==> config.mk <==
export PLATFORM = sky130hd
export DESIGN_NAME = fir_ster_fsm_flat
export DESIGN_NICKNAME = d
export VERILOG_FILES = /design/src/rtl/fir_ster_fsm_if.sv /design/src/rtl/fir_ster_fsm.sv /design/src/flat_wrapper.sv
export SDC_FILE = /design/constraint.sdc
export NUM_CORES = 1
export LEC_CHECK = 0
export BUFFER_PORTS_ARGS = -buffer_cell sky130_fd_sc_hd__buf_4
export CORE_MARGIN = 10
export CORE_UTILIZATION = 35
export CTS_BUF_LIST = sky130_fd_sc_hd__clkbuf_4 sky130_fd_sc_hd__clkbuf_8
export DETAILED_ROUTE_END_ITERATION = 16
export HOLD_SLACK_MARGIN = 0.12
export PLACE_DENSITY = 0.52
export SLEW_MARGIN = 15
export SYNTH_ARGS = -nofsm -noshare
export SYNTH_HDL_FRONTEND = slang
export SYNTH_SLANG_ARGS = --single-unit
==> constraint.sdc <==
create_clock -name clk_b -period 2.1 [get_ports clk_b]
set_input_delay 0.21 -clock clk_b [delete_from_list [all_inputs] [get_ports clk_b]]
set_output_delay 0.21 -clock clk_b [all_outputs]
set_load 0.05 [all_outputs]
==> src/rtl/fir_ster_fsm_if.sv <==
// Control/counter bus of the FIR run sequencer: run request, sizes, counter
// handshake and the per-sample datapath strobes.
interface fir_ster_fsm_if #(
  parameter int WSP_W = 6
);
  logic             start;
  logic             stop;
  logic [13:0]      ile_probek;
  logic [WSP_W-1:0] ile_wsp;
  logic             licznik_full;
  logic [14:0]      ile_razy;
  logic             FSM_zapisz_probki;
  logic             FSM_reset_licznik;
  logic             FSM_nowa_probka;
  logic [WSP_W-1:0] A_wsp;
  logic             FSM_mac_clr;
  logic             FSM_mac_en;
  logic             FSM_wyn_we;
  logic             busy;
  logic             done;
  logic             err;

  modport master (
    input  start, stop, ile_probek, ile_wsp, licznik_full,
    output ile_razy, FSM_zapisz_probki, FSM_reset_licznik, FSM_nowa_probka,
           A_wsp, FSM_mac_clr, FSM_mac_en, FSM_wyn_we, busy, done, err
  );

  modport slave (
    output start, stop, ile_probek, ile_wsp, licznik_full,
    input  ile_razy, FSM_zapisz_probki, FSM_reset_licznik, FSM_nowa_probka,
           A_wsp, FSM_mac_clr, FSM_mac_en, FSM_wyn_we, busy, done, err
  );
endinterface

==> src/rtl/fir_ster_fsm.sv <==
// Control FSM for one FIR convolution run: counter strobes, coefficient address,
// MAC clear/enable/drain and output-RAM write, repeated per output sample.
module fir_ster_fsm #(
  parameter int WSP_W   = 6,
  parameter int MAC_LAT = 2
) (
  input logic            clk_b,
  input logic            rst,
  fir_ster_fsm_if.master bus
);
  localparam logic [2:0] IDLE  = 3'd0;
  localparam logic [2:0] LOAD  = 3'd1;
  localparam logic [2:0] CLR   = 3'd2;
  localparam logic [2:0] MAC   = 3'd3;
  localparam logic [2:0] DRAIN = 3'd4;
  localparam logic [2:0] STEP  = 3'd5;
  localparam logic [2:0] WRITE = 3'd6;
  localparam logic [2:0] DONE  = 3'd7;

  localparam int LAT_W = (MAC_LAT > 1) ? $clog2(MAC_LAT) : 1;
  localparam logic [LAT_W-1:0] LAT_ZERO = {LAT_W{1'b0}};
  localparam logic [LAT_W-1:0] LAT_ONE  = LAT_W'(1);
  localparam logic [LAT_W-1:0] LAT_INIT = (MAC_LAT > 0) ? LAT_W'(MAC_LAT - 1) : LAT_ZERO;
  localparam logic [WSP_W-1:0] WSP_ZERO = {WSP_W{1'b0}};
  localparam logic [WSP_W-1:0] WSP_ONE  = WSP_W'(1);
  localparam logic [14:0]      RAZY_MAX = 15'd8192;

  // A run needs at least one sample and one coefficient and must fit a 13-bit counter address.
  function automatic logic start_ok(input logic [13:0] n, input logic [WSP_W-1:0] w,
                                    input logic [14:0] razy);
    start_ok = (n != 14'd0) && (w != WSP_ZERO) && (razy <= RAZY_MAX);
  endfunction

  logic [2:0]       state_r, state_s;
  logic [14:0]      razy_r, razy_s, suma_s;
  logic [WSP_W-1:0] wsp_r, wsp_s;
  logic [WSP_W-1:0] a_wsp_r, a_wsp_s;
  logic [LAT_W-1:0] lat_r, lat_s;
  logic             err_s, abort_s;
  logic             zapisz_r, rst_lic_r, nowa_r, clr_r, en_r, we_r, busy_r, done_r, err_r;

  assign suma_s = {1'b0, bus.ile_probek} + 15'(bus.ile_wsp) - 15'd1;

  // Next-state, run context and abort decode; stop overrides every transition outside IDLE.
  always_comb begin
    state_s = state_r;
    razy_s  = razy_r;
    wsp_s   = wsp_r;
    a_wsp_s = a_wsp_r;
    lat_s   = lat_r;
    err_s   = 1'b0;
    abort_s = 1'b0;
    case (state_r)
      IDLE: begin
        if (bus.start) begin
          if (start_ok(bus.ile_probek, bus.ile_wsp, suma_s)) begin
            state_s = LOAD;
            razy_s  = suma_s;
            wsp_s   = bus.ile_wsp;
          end else begin
            err_s = 1'b1;
          end
        end else begin
          state_s = IDLE;
        end
      end
      LOAD:  state_s = CLR;
      CLR: begin
        state_s = MAC;
        a_wsp_s = WSP_ZERO;
      end
      MAC: begin
        if (a_wsp_r == wsp_r - WSP_ONE) begin
          if (MAC_LAT == 0) begin
            state_s = STEP;
          end else begin
            state_s = DRAIN;
            lat_s   = LAT_INIT;
          end
        end else begin
          a_wsp_s = a_wsp_r + WSP_ONE;
        end
      end
      DRAIN: begin
        if (lat_r == LAT_ZERO) begin
          state_s = STEP;
        end else begin
          lat_s = lat_r - LAT_ONE;
        end
      end
      STEP:  state_s = WRITE;
      WRITE: begin
        if (bus.licznik_full) begin
          state_s = DONE;
        end else begin
          state_s = CLR;
        end
      end
      DONE:    state_s = IDLE;
      default: state_s = IDLE;
    endcase
    if (bus.stop && (state_r != IDLE)) begin
      state_s = IDLE;
      abort_s = 1'b1;
    end else begin
      abort_s = 1'b0;
    end
  end

  // State, run context and strobe registers; each strobe is decoded from the state being entered.
  always_ff @(posedge clk_b or posedge rst) begin
    if (rst) begin
      state_r   <= IDLE;
      razy_r    <= 15'd0;
      wsp_r     <= WSP_ZERO;
      a_wsp_r   <= WSP_ZERO;
      lat_r     <= LAT_ZERO;
      zapisz_r  <= 1'b0;
      rst_lic_r <= 1'b0;
      nowa_r    <= 1'b0;
      clr_r     <= 1'b0;
      en_r      <= 1'b0;
      we_r      <= 1'b0;
      busy_r    <= 1'b0;
      done_r    <= 1'b0;
      err_r     <= 1'b0;
    end else begin
      state_r   <= state_s;
      razy_r    <= razy_s;
      wsp_r     <= wsp_s;
      a_wsp_r   <= a_wsp_s;
      lat_r     <= lat_s;
      zapisz_r  <= (state_s == LOAD);
      rst_lic_r <= (state_s == LOAD) || abort_s;
      nowa_r    <= (state_s == STEP);
      clr_r     <= (state_s == CLR);
      en_r      <= (state_s == MAC);
      we_r      <= (state_s == WRITE);
      busy_r    <= (state_s != IDLE);
      done_r    <= (state_s == DONE);
      err_r     <= err_s;
    end
  end

  assign bus.ile_razy          = razy_r;
  assign bus.FSM_zapisz_probki = zapisz_r;
  assign bus.FSM_reset_licznik = rst_lic_r;
  assign bus.FSM_nowa_probka   = nowa_r;
  assign bus.A_wsp             = a_wsp_r;
  assign bus.FSM_mac_clr       = clr_r;
  assign bus.FSM_mac_en        = en_r;
  assign bus.FSM_wyn_we        = we_r;
  assign bus.busy              = busy_r;
  assign bus.done              = done_r;
  assign bus.err               = err_r;
endmodule
==> src/flat_wrapper.sv <==
// flat-port wrapper written by rule: the top's interface ports become plain ports
module fir_ster_fsm_flat 
#(
  parameter int WSP_W   = 6,
  parameter int MAC_LAT = 2
)
  (clk_b, rst, bus_start, bus_stop, bus_ile_probek, bus_ile_wsp, bus_licznik_full, bus_ile_razy, bus_FSM_zapisz_probki, bus_FSM_reset_licznik, bus_FSM_nowa_probka, bus_A_wsp, bus_FSM_mac_clr, bus_FSM_mac_en, bus_FSM_wyn_we, bus_busy, bus_done, bus_err);
  fir_ster_fsm_if #(.WSP_W(WSP_W)) bus_i ();
  input logic clk_b;
  input logic rst;
  input wire logic [$bits(bus_i.start)-1:0] bus_start;
  input wire logic [$bits(bus_i.stop)-1:0] bus_stop;
  input wire logic [$bits(bus_i.ile_probek)-1:0] bus_ile_probek;
  input wire logic [$bits(bus_i.ile_wsp)-1:0] bus_ile_wsp;
  input wire logic [$bits(bus_i.licznik_full)-1:0] bus_licznik_full;
  output wire logic [$bits(bus_i.ile_razy)-1:0] bus_ile_razy;
  output wire logic [$bits(bus_i.FSM_zapisz_probki)-1:0] bus_FSM_zapisz_probki;
  output wire logic [$bits(bus_i.FSM_reset_licznik)-1:0] bus_FSM_reset_licznik;
  output wire logic [$bits(bus_i.FSM_nowa_probka)-1:0] bus_FSM_nowa_probka;
  output wire logic [$bits(bus_i.A_wsp)-1:0] bus_A_wsp;
  output wire logic [$bits(bus_i.FSM_mac_clr)-1:0] bus_FSM_mac_clr;
  output wire logic [$bits(bus_i.FSM_mac_en)-1:0] bus_FSM_mac_en;
  output wire logic [$bits(bus_i.FSM_wyn_we)-1:0] bus_FSM_wyn_we;
  output wire logic [$bits(bus_i.busy)-1:0] bus_busy;
  output wire logic [$bits(bus_i.done)-1:0] bus_done;
  output wire logic [$bits(bus_i.err)-1:0] bus_err;
  assign bus_i.start = bus_start;
  assign bus_i.stop = bus_stop;
  assign bus_i.ile_probek = bus_ile_probek;
  assign bus_i.ile_wsp = bus_ile_wsp;
  assign bus_i.licznik_full = bus_licznik_full;
  assign bus_ile_razy = bus_i.ile_razy;
  assign bus_FSM_zapisz_probki = bus_i.FSM_zapisz_probki;
  assign bus_FSM_reset_licznik = bus_i.FSM_reset_licznik;
  assign bus_FSM_nowa_probka = bus_i.FSM_nowa_probka;
  assign bus_A_wsp = bus_i.A_wsp;
  assign bus_FSM_mac_clr = bus_i.FSM_mac_clr;
  assign bus_FSM_mac_en = bus_i.FSM_mac_en;
  assign bus_FSM_wyn_we = bus_i.FSM_wyn_we;
  assign bus_busy = bus_i.busy;
  assign bus_done = bus_i.done;
  assign bus_err = bus_i.err;
  fir_ster_fsm #(.WSP_W(WSP_W), .MAC_LAT(MAC_LAT)) u_core (.clk_b(clk_b), .rst(rst), .bus(bus_i));
endmodule
==> results_dict.tcl <==
set metrics [dict create \
    max_stage_delay_ps 410 \
    globalRouteOverflowTotal 0 \
    cts.clk_slew.worst_paths_ps 90 \
    grt_max_degree 24 \
    p_clk_share_pct 13.1 \
    drt_first_pass_iters 4 \
    port_buffers 54 \
    cts_sinks 40 \
    cp_slowest_cell "or3_4" \
    startpoint_type "input port" \
    yosysSeqAreaShare_pct 30.7 \
    cts_tree "yes" \
    swShare_pct 46.7 \
    critPathCaptureType "flip-flop" \
    post_dp_cell_area_mm2 0.00458 \
    p_int_uw 2800 \
    synth_warnings 0 \
    finalSetupViolCount 32 \
    wl_um 10400 \
    post-dp-hpwl_um 7850 \
    ys_types 60 \
    cp_max_fo 4 \
    syn-num-nets 437 \
    cts_buffer_depth 2 \
    fin_crit_sh_pct 124 \
    grt_pass1_vias 3686 \
    start_util_pct 35.7 \
    gp_routability_congestion 0.847 \
    p_comb_share_pct 63.3 \
    ys.flop_type "dfrtp_1" \
    coreArea_mm2 0.00915 \
    drv_slew 0 \
    path_delay_family "compound AO/OA/AOI/OAI gates" \
    die_x_um 117 \
    worst_ir_drop_vdd_uv 552 \
    cts_inserted_buffers 5 \
    fmaxAchievable_ghz 0.383 \
    insertion_delay_ps 300 \
    dp_cells 633 \
    rsz0062_at_grt "true" \
    ys_top_cells_by_count "inv_1, dfrtp_1, nand2_1" \
    cts_max_level 2 \
    status "finished with violations" \
    fin_tns_setup_ps -11780 \
    ant_nets 0 \
    finClkSkew_ps 2.42 \
    grt_use_total_pct 15.3 \
    worstMarginPinSlew_ps 386 \
    violations "setup timing" \
    synth.top_cell.area_share_pct 30.7 \
    setup_ws_ps -512 \
    worst_ep_arrival_time_ps 2800 \
    path_buf_inv 6 \
    synth_top_area_cell "dfrtp_1" \
    syn_inst 386 \
    syn_area_mm2 0.00326 \
    min_path_type "input port to flip-flop" \
    dieArea_mm2 0.0136 \
    fin_cells 663 \
    async_reset_ff_share_pct 100 \
    crit_cells 16 \
    ys_ff_latch 40 \
    synth_area_per_cell_um2 8.46 \
    holdPathStages 3 \
    path_cells "buf_12 > inv_12 > ha_4 > inv_4 > ha_4 > inv_2 > fa_2 > nand2b_4 > a211oi_4 > o211ai_2 > o2111a_1 > or3_4 > buf_6 > buf_6 > o211ai_1 > nand3_1" \
    p_leak_uw 0.00248 \
    post_drt_wl_per_cell_um 15.7 \
    cap_violations 0 \
    drtIter0Drc 160 \
    crit_type "input port to flip-flop" \
    area_growth_pct 63.3 \
    r2r_cells 11 \
    grt_first_pass_wirelength_um 17200 \
    synth-edff-count 0 \
    dr_total_vias 3439 \
    antenna_found_initial 0 \
    finalCriticalPeriod_ps 2610 \
    slew_headroom_pct 74.1 \
    drc 0 \
    cts_root_buf "clkbuf_8" \
    diodes 0 \
    critPathRequiredTime_ps 2280 \
    hold_viol 0 \
    synth_area_leaders "dfrtp_1, ha_1, o211ai_1" \
    viasPerCell 5.19 \
    layout.nets 602 \
    switchingPower_uw 2450 \
    core.rowCount 35 \
    pwr-share-seq_pct 23.6 \
    num_io_pins 55 \
    yosysMostFrequentCell "inv_1" \
    die-height_um 117 \
    layout-drive-gt1-share_pct 45.7 \
    final_cell_area_mm2 0.00533 \
    power_density_mw_per_mm2 985 \
]
[path summary, 6_finish.rpt]
| kind | start | endpoint | slack [ps] |
|---|---|---|---|
| setup / recovery | bus_ile_probek[1] | u_core.bus.ile_razy[7] | -510 |
| hold / removal | bus_start | u_core.bus.err | 210 |
| setup reg to reg | u_core.wsp_r[1] | u_core.bus.A_wsp[0] | -90 |
| min in group asynchronous | rst | u_core.bus.A_wsp[0] | 360 |
| hold reg to reg | u_core.lat_r | u_core.bus.FSM_nowa_probka | 500 |
| max in group asynchronous | rst | u_core.bus.ile_razy[10] | 1160 |
[power groups by stage]
stage	clock (uW)	combinational [uW]	sequential (uW)
2_1_floorplan	0	1220	1840
3_3_place_gp	0	2850	1240
3_5_place_dp	0	2880	1250
4_1_cts	698	3140	1240
5_1_grt	724	3600	1280
6_report	687	3320	1240
[tightest hold or removal path, delay by kind of cell]
kind | cells | cell delay, ps
AO/OA/AOI/OAI | 1 | 50
buffers and inverters | 1 | 120
AND/OR/NAND/NOR | 1 | 100
[timing repair]
action | in CTS | in global routing
gates cloned | 2 | 0
endpoints found under the hold margin | 19 | 0
resized for setup | 54 | 38
buffers inserted | 13 | 9
hold buffers | 2 | 0
pin swaps | 36 | 37
endpoints found under the setup margin | 35 | 37
[cell families after synthesis]
| family | Yosys count | share of synthesized area, % |
|---|---|---|
| AOI/OAI and AO/OA | 112 | 24.6 |
| xor gates and xnor gates | 16 | 4.29 |
| adders and majority gates | 26 | 10.2 |
| buffers and inverters | 63 | 8.36 |
| DFF | 40 | 30.7 |
| muxes | 6 | 2.07 |
| and+or+nand+nor | 123 | 19.8 |
[placed cells by master, fill, tap and decap left out, types with 6 or more instances in the layout]
| cell | n |
|---|---|
| nor2_1 | 18 |
| dfrtp_1 | 39 |
| a22o_1 | 7 |
| a21oi_1 | 18 |
| buf_4 | 148 |
| nand2_1 | 32 |
| ha_1 | 19 |
| buf_6 | 16 |
| inv_1 | 39 |
| o21ai_0 | 11 |
| nand2b_1 | 6 |
| xor2_1 | 8 |
| nand4_1 | 9 |
| nand3_1 | 11 |
| o211ai_1 | 25 |
[stage by stage]
stage | hold WS [ps] | worst slack, ps | util [%] | power (uW)
6_report | 207 | -512 | 58.3 | 5250
5_1_grt | 216 | -607 | 58.3 | 5610
4_1_cts | 197 | -493 | 55.5 | 5080
3_5_place_dp | 146 | -971 | 50.0 | 4120
3_3_place_gp | 145 | -980 | 50.0 | 4090
2_1_floorplan | 273 | -631 | - | 3060
[sequential cells by signal, summed over array words and instances, names as in the netlist]
name,count
u_core.bus.FSM_wyn_we,1
u_core.state_r,3
u_core.wsp_r,6
u_core.bus.busy,1
u_core.bus.FSM_nowa_probka,1
u_core.bus.A_wsp,6
u_core.bus.FSM_reset_licznik,1
u_core.bus.FSM_mac_en,1
u_core.bus.FSM_mac_clr,1
u_core.bus.done,1
u_core.bus.ile_razy,15
u_core.lat_r,1
u_core.bus.err,1
u_core.bus.FSM_zapisz_probki,1
[cell type report]
class	count	area [um^2]
Clock buffer	5	68.8
Timing Repair Buffer	173	1450
Sequential cell	40	1000
Fill cell	825	3820
Multi-Input combinational cell	283	2420
Tap cell	111	139
Inverter	48	198
Clock inverter	3	46.3
[layer usage]
layer / track usage [%] / wire length (um) / vias to the layer above
li1: - / - / 1717
met3: 3.65 / 560 / 8
met2: 27.3 / 5330 / 66
met4: 2.47 / 87 / 0
met5: 0 / 0 / -
met1: 18.4 / 4420 / 1648
Note: power is estimated with default switching activity, not from simulation.
